<file path="src/rtl/debug_control.sv">
// Front-panel controller for the CPU debug board: synchronises and debounces the
// panel inputs, generates cpu_step (manual or auto-run), and drives the display counters.

module debug_control_debounce #(
  parameter int DB_CYCLES = 1_000_000
) (
  input  logic clock,
  input  logic reset,
  input  logic sig_i,
  output logic press_o
);

  localparam int CW = (DB_CYCLES > 1) ? $clog2(DB_CYCLES) : 1;
  localparam logic [CW-1:0] CNT_MAX = CW'(DB_CYCLES - 1);

  logic [CW-1:0] cnt_q, cnt_d;
  logic          stable_q, stable_d;
  logic          stablePrev_q;
  logic          press_q, press_d;

  // A change is accepted only after DB_CYCLES consecutive samples disagree with the stable state
  always_comb begin
    cnt_d    = cnt_q;
    stable_d = stable_q;
    if (sig_i == stable_q) begin
      cnt_d = '0;
    end else if (cnt_q == CNT_MAX) begin
      stable_d = sig_i;
      cnt_d    = '0;
    end else begin
      cnt_d = cnt_q + 1'b1;
    end
  end

  assign press_d = stable_q & ~stablePrev_q;

  always_ff @(posedge clock) begin
    if (reset) begin
      cnt_q        <= '0;
      stable_q     <= 1'b0;
      stablePrev_q <= 1'b0;
      press_q      <= 1'b0;
    end else begin
      cnt_q        <= cnt_d;
      stable_q     <= stable_d;
      stablePrev_q <= stable_q;
      press_q      <= press_d;
    end
  end

  assign press_o = press_q;

endmodule

module debug_control #(
  parameter int DB_CYCLES = 1_000_000,
  parameter int RUN_DIV   = 25_000_000
) (
  input  logic       clock,
  input  logic       reset,
  input  logic       btn_step,
  input  logic       btn_mode,
  input  logic       sw_run,
  output logic       cpu_step,
  output logic [7:0] disp_clock_count,
  output logic [1:0] disp_control
);

  localparam int DW = (RUN_DIV > 1) ? $clog2(RUN_DIV) : 1;
  localparam logic [DW-1:0] DIV_MAX = DW'(RUN_DIV - 1);

  logic stepS1_q, stepS2_q;
  logic modeS1_q, modeS2_q;
  logic runS1_q, runS2_q;

  logic stepPress, modePress;
  logic run;

  logic [DW-1:0] div_q, div_d;
  logic          cpuStep_q, cpuStep_d;
  logic [7:0]    count_q, count_d;
  logic [1:0]    ctl_q, ctl_d;

  always_ff @(posedge clock) begin
    if (reset) begin
      stepS1_q <= 1'b0;
      stepS2_q <= 1'b0;
      modeS1_q <= 1'b0;
      modeS2_q <= 1'b0;
      runS1_q  <= 1'b0;
      runS2_q  <= 1'b0;
    end else begin
      stepS1_q <= btn_step;
      stepS2_q <= stepS1_q;
      modeS1_q <= btn_mode;
      modeS2_q <= modeS1_q;
      runS1_q  <= sw_run;
      runS2_q  <= runS1_q;
    end
  end

  debug_control_debounce #(.DB_CYCLES(DB_CYCLES)) uStepDb (
    .clock   (clock),
    .reset   (reset),
    .sig_i   (stepS2_q),
    .press_o (stepPress)
  );

  debug_control_debounce #(.DB_CYCLES(DB_CYCLES)) uModeDb (
    .clock   (clock),
    .reset   (reset),
    .sig_i   (modeS2_q),
    .press_o (modePress)
  );

  assign run = runS2_q;

  // With run low the divider is held at zero, so a terminal count in flight when run drops is lost
  always_comb begin
    div_d     = '0;
    cpuStep_d = stepPress;
    if (run) begin
      div_d     = (div_q == DIV_MAX) ? '0 : div_q + 1'b1;
      cpuStep_d = (div_q == DIV_MAX);
    end
    count_d = cpuStep_q ? count_q + 8'd1 : count_q;
    ctl_d   = modePress ? ctl_q + 2'd1 : ctl_q;
  end

  always_ff @(posedge clock) begin
    if (reset) begin
      div_q     <= '0;
      cpuStep_q <= 1'b0;
      count_q   <= '0;
      ctl_q     <= '0;
    end else begin
      div_q     <= div_d;
      cpuStep_q <= cpuStep_d;
      count_q   <= count_d;
      ctl_q     <= ctl_d;
    end
  end

  assign cpu_step         = cpuStep_q;
  assign disp_clock_count = count_q;
  assign disp_control     = ctl_q;

endmodule

</file>
<file path="config.mk">
export PLATFORM = sky130hd
export DESIGN_NAME = debug_control
export DESIGN_NICKNAME = d
export VERILOG_FILES = /design/src/rtl/debug_control.sv
export SDC_FILE = /design/constraint.sdc
export NUM_CORES = 1
export LEC_CHECK = 0
export BUFFER_PORTS_ARGS = -buffer_cell sky130_fd_sc_hd__buf_4
export CORE_ASPECT_RATIO = 0.75
export CORE_MARGIN = 3
export CORE_UTILIZATION = 34
export DETAILED_ROUTE_END_ITERATION = 8
export PLACE_DENSITY = 0.46
export SLEW_MARGIN = 10
export SYNTH_ARGS = -nofsm -noshare
export SYNTH_HDL_FRONTEND = slang
export SYNTH_SLANG_ARGS = --single-unit
export TNS_END_PERCENT = 10
</file>
<file path="constraint.sdc">
create_clock -name clock -period 1.91 [get_ports clock]
set_input_delay 0.0955 -clock clock [delete_from_list [all_inputs] [get_ports clock]]
set_output_delay 0.0955 -clock clock [all_outputs]
set_load 0.05 [all_outputs]
</file>
==> summary.txt, run 1 <==
status: finished, final reports clean
Synth top area share: 48.42%
Mapped Area: 3638 µm²
worst r2r path cells: 5
# DRC: 0
boundary pin count: 16
Worst setup SP type: flip-flop
worst-margin pin slew: 466.9 ps
top cell type by total area after synthesis: dfxtp_1
crit path time final: 1736 ps
maximum vdd drop: 0.4760 mV
period utilization: 90.87%
critical path startpoint: div_q[19]$_SDFF_PP0_
I/O Buffers: 15
number of synthesized flops with an enable pin: 0
Distinct cells, synth: 36
critical path class: reg2reg
grt ovf: 0
TritonCTS clock tree: built
Slew Limit Headroom: 68.64%
Sink Count: 88
Worst EP arrival: 1950 ps
Ant. Diodes: 0
Max Buffers Root-to-Sink: 2
Max Freq: 576.2 MHz
# setup viols final: 0
CTS buffer count: 9
overall routing resource usage: 11.80%
antenna-violating nets left: 0
GP Congestion: 0.7477
vias in the first global route: 2,508
DIE WIDTH: 125.5 µm
Post-Layout Inst Area: 4272 µm²
skew final: 3.479 ps
area grow syn2layout: 17.40%
via count: 2,604
Mapped Cells: 399
Final Max Slew Viols: 0
warnings from Yosys: 0
Core ar.: 10,370 µm²
post-synthesis sequential area ratio: 48.42%
Reg clk slew, reported paths: 60 ps
FP Rows: 32
largest net degree at the start of global routing: 26
number of H-tree levels: 3
worst-skew pair later-pin latency: 330 ps
routed len/inst: 11.56 µm
hold_sp: reset
Final #Nets: 437
Post-CTS Setup Inserts: 0
Leak: 0.001458 µW
Crit Path Max Fanout: 25
TNS Setup: 0 ps
initial antenna violation count: 0
global-route wire length before repair: 11,570 µm
top post-synthesis cells by area: dfxtp_1 (48%), xor2_1 (9.4%), nor2_1 (9.0%), xnor2_1 (7.0%), nand3_1 (4.0%)
Post-synth ARST share: 0%
Util after Layout: 41.19%
die area: 11,990 µm²
Detailed Place HPWL: 4458 µm
average vias per placed instance: 4.576
Routed Wire Length: 6577 µm
hold crit path type: in2reg
hold depth: 2
Post-CTS Resized: 0
Placed Area: 3936 µm²
initial core utilization: 35.09%
Avg Cell Area, Syn: 9.119 µm²
Max-Cap Viols: 0
Root Buffer: clkbuf_16
Final Hold Violating Endpoints: 0
Post-synth top flop: dfxtp_1
RSZ-0062 raised after global routing: no
CP endpoint kind: flip-flop
TritonRoute pass-1 iters: 4
Worst Path Required: 2130 ps
PwrDens: 859.0 nW/µm²
initial drt markers: 93
layout cells sized above 1: 10.85%
Die Y: 95.59 µm
FF-to-FF Start: div_q[19]$_SDFF_PP0_
Mapped Nets: 408
Seq cells post-synth: 88
==> timing repair <==
| item | 4_1_cts | 5_1_grt |
|---|---|---|
| setup endpoints to repair | 0 | 4 |
| hold endpoints to repair | 3 | 0 |
| hold buffers | 3 | 0 |
==> cell families after synthesis <==
group,Yosys count,synth area share [%]
simple gates,217,29.75
buf+inv,13,2.098
compound gates,6,1.169
mux,3,0.8253
fa+ha+maj,4,1.376
flops,88,48.42
xor+xnor,68,16.37
==> cell usage after synthesis, types with 2 or more instances <==
master,instances
xor2_1,39
ha_1,4
mux2i_1,3
nor2b_1,11
a21oi_1,3
or3_1,2
nor3_1,8
and4_1,4
nor3_2,2
and2_1,2
nand2_1,31
buf_6,3
inv_1,5
dfxtp_1,88
nor4_4,2
nor2_1,87
xnor2_1,29
clkbuf_1,3
and3_1,9
nor4_1,4
o21ai_0,2
nand3_1,29
nor4b_1,2
nand4_1,15
==> layer usage <==
layer  vias up  wire (µm)  GRT usage [%]
met2        21       2697          17.35
met3         7        217          4.255
met1      1190       3582          16.04
met4         0         79          4.061
met5         -          0              0
li1       1386          -              -
==> critical path, stage by stage (launching register included) <==
cell and delay (ps):
dfxtp_1 380, nand4_1 140, or4_1 430, nor3_2 240
a211o_4 340, nor2_1 90
==> registers in the layout (all words and copies together), names as in the netlist, 2 cells and up <==
name	cells
uModeDb.cnt_q	20
disp_control	2
div_q	25
uStepDb.cnt_q	20
disp_clock_count	8
==> path summary, 6_finish.rpt <==
path                                                endpoint  slack [ps]
worst max-delay path                    div_q[23]$_SDFF_PP0_         170
worst min-delay path            disp_control[0]$_SDFFE_PP0P_         100
worst max register to register          div_q[23]$_SDFF_PP0_         170
worst min register to register    uModeDb.press_o$_SDFF_PP0_         380
==> through the flow <==
| step | power [µW] | setup slack, ps | instances | hold WS, ps |
|---|---|---|---|---|
| after floorplan | 1913 | 267.2 | 399 | 174.6 |
| after global placement | 1927 | 178.8 | 550 | 309.9 |
| after detailed placement | 1927 | 119.3 | 550 | 317.4 |
| after CTS | 3738 | 112.5 | 569 | 99.82 |
| after global routing | 3826 | 15.80 | 569 | 101.5 |
| final | 3669 | 174.5 | 569 | 103.6 |
==> placed cells by master (no fill, tap or decap), types with 11 or more instances in the layout <==
cell type,instances
xnor2_1,29
xor2_1,39
nand2_1,31
dfxtp_1,88
buf_4,22
nor2_1,87
nand3_1,29
nand4_1,15
nor2b_1,11
==> cell type report <==
cell class | instances | area (µm²)
Clock buffer | 10 | 239.0
Clock inverter | 6 | 66.31
Fill cell | 1064 | 6098
Inverter | 5 | 18.77
Multi-Input combinational cell | 298 | 1800
Sequential cell | 88 | 1762
Tap cell | 136 | 170.2
Timing Repair Buffer | 26 | 215.2
==> power by group <==
group / total, µW / leakage, µW / internal (µW) / switching, µW
Clock: 1780 / 0.000153 / 1060 / 725
Sequential: 1850 / 0.000710 / 1840 / 4.20
Combinational: 42.2 / 0.000594 / 18.3 / 23.9
Total: 3670 / 0.00146 / 2920 / 753
Note: power is estimated with default switching activity, not from simulation.
==> inputs of run 2 (changes only) <==
--- a/config.mk
+++ b/config.mk
@@ -11,6 +11,7 @@
 export CORE_UTILIZATION = 34
 export DETAILED_ROUTE_END_ITERATION = 8
 export PLACE_DENSITY = 0.46
+export REMOVE_ABC_BUFFERS = 1
 export SLEW_MARGIN = 10
 export SYNTH_ARGS = -nofsm -noshare
 export SYNTH_HDL_FRONTEND = slang
==> summary.txt, run 2 (synthesized netlist as in run 1, its figures left out) <==
status: finished, final reports clean
maximum vdd drop: 0.5554 mV (+17%)
Worst setup SP type: flip-flop
initial core utilization: 35.09% (unchanged)
Max Freq: 569.8 MHz (-1.1%)
Worst EP arrival: 1980 ps (+30 ps)
largest net degree at the start of global routing: 26 (unchanged)
Max Buffers Root-to-Sink: 2 (unchanged)
Crit Path Max Fanout: 25 (unchanged)
wire length on met2: 2521 µm (-6.5%)
Crit-path slowest cell: or4_1
Detailed Place HPWL: 4340 µm (-2.6%)
die area: 11,990 µm² (unchanged)
Routed Wire Length: 6557 µm (-0.30%)
Final #Nets: 434 (-0.69%)
max reg flops: 25 (unchanged)
Fill cells: 1,022 (-3.9%)
Top Registers: div_q: 25 flops, uModeDb.cnt_q: 20 flops, uStepDb.cnt_q: 20 flops
worst-skew pair later-pin latency: 340 ps (about the same)
most common cell after layout, fill and taps aside: dfxtp_1
Leak: 0.001460 µW (+0.15%)
most frequent cells in the layout: dfxtp_1 (88), nor2_1 (87), xor2_1 (39)
area of the multi-input gates: 1814 µm² (+0.76%)
Post-CTS Setup Inserts: 0 (unchanged)
vias in the first global route: 2,381 (-5.1%)
RSZ-0062 raised after global routing: no
hold crit path type: in2reg
CP Cell Sequence: nand4_1 > or4_1 > nor3_2 > a211o_4 > nor2_1
Most flops, register: div_q
# setup viols final: 0 (unchanged)
TritonCTS clock tree: built
grt ovf: 0 (unchanged)
crit path time final: 1755 ps (+19.56 ps)
average vias per placed instance: 4.559 (-0.37%)
boundary pin count: 16 (unchanged)
CP endpoint kind: flip-flop
critical path class: reg2reg
top sig layer: met4
Root Buffer: clkbuf_16
met3 wire len: 278 µm (+28%)
initial drt markers: 163 (+75%)
hold_ws: 107.4 ps (+3.749 ps)
Final Max Slew Viols: 0 (unchanged)
Sink Count: 88 (unchanged)
GP Congestion: 0.7727 (+3.3%)
Core ar.: 10,370 µm² (unchanged)
# DRC: 0 (unchanged)
global-route wire length before repair: 11,150 µm (-3.6%)
I/O Buffers: 15 (unchanged)
Max-Cap Viols: 0 (unchanged)
worst-margin pin slew: 494.7 ps (+27.82 ps)
TNS Setup: 0 ps (unchanged)
CTS buffer count: 9 (unchanged)
Ant. Diodes: 0 (unchanged)
period utilization: 91.89% (+1.0 points)
R2R setup slack: 150 ps (-20 ps)
M1 wire length: 3698 µm (+3.2%)
PwrDens: 878.0 nW/µm² (+2.2%)
overall routing resource usage: 11.69% (-0.11 points)
skew final: 7.301 ps (+3.822 ps)
FP Rows: 32 (unchanged)
critical path's largest stage delay: 430 ps (about the same)
TritonRoute pass-1 iters: 4 (unchanged)
antenna-violating nets left: 0 (unchanged)
Slew Limit Headroom: 66.77% (-1.9 points)
initial antenna violation count: 0 (unchanged)
number of H-tree levels: 3 (unchanged)
routed len/inst: 11.61 µm (+0.40%)
Reg clk slew, reported paths: 60 ps (about the same)
layout cells sized above 1: 9.790% (-1.1 points)
Sequential Area: 1762 µm² (unchanged)
Final Hold Violating Endpoints: 0 (unchanged)
Worst Path Required: 2130 ps (about the same)
area grow syn2layout: 17.33% (about the same)
DIE WIDTH: 125.5 µm (unchanged)
Die Y: 95.59 µm (unchanged)
via count: 2,576 (-1.1%)
[run 2: through the flow]
stage               instance area [µm²]  worst slack [ps]  cells  total power (µW)  util [%]
CTS                                4255             81.07    565              3806     41.04
global placement                   3914             146.7    547              1926     37.74
floorplan                          3581             253.0    391              1904         -
finish                             4269             154.9    565              3748     41.17
global route                       4269             10.75    565              3882     41.17
detailed placement                 3914             109.0    547              1926     37.74
[run 2: power breakdown]
group	total, µW	switching, µW	internal [µW]	leakage (µW)
logic	42.3	23.8	18.5	0.000597
registers	1850	4.05	1840	0.000710
clock network	1860	718	1140	0.000153
total	3750	746	3000	0.00146
[run 2: critical path: cells and delay by family, from the launching register on]
kind	cells	cell delay (ps)
simple gates	4	920
flops	1	380
compound gates	1	340
[run 2: worst paths after layout]
check        depth (start not counted)                       startpoint                                to
min                                  2                            reset  disp_clock_count[1]$_SDFFE_PP0P_
max                                  5             div_q[19]$_SDFF_PP0_              div_q[19]$_SDFF_PP0_
max reg2reg                          5             div_q[19]$_SDFF_PP0_              div_q[19]$_SDFF_PP0_
min reg2reg                          1  uStepDb.stablePrev_q$_SDFF_PP0_        uStepDb.press_o$_SDFF_PP0_
[run 2: layer usage]
| metal | vias to the layer above | GRT usage (%) |
|---|---|---|
| met3 | 4 | 5.151 |
| met4 | 0 | 4.061 |
| met1 | 1159 | 16.02 |
| met5 | - | 0 |
| li1 | 1378 | - |
| met2 | 35 | 16.24 |
[run 2: cell type report]
cell class                      instances  share of cell area (%)
Timing Repair Buffer                   23                   4.513
Tap cell                              136                   3.986
Multi-Input combinational cell        298                   42.50
Clock inverter                          5                   1.934
Clock buffer                           10                   5.363
Sequential cell                        88                   41.27
Inverter                                5                  0.4396
[run 2: timing repair]
item	in CTS	in global routing
resized for setup	0	2
endpoints found under the setup margin	0	16
hold endpoints to repair	3	0
hold buffers	3	0
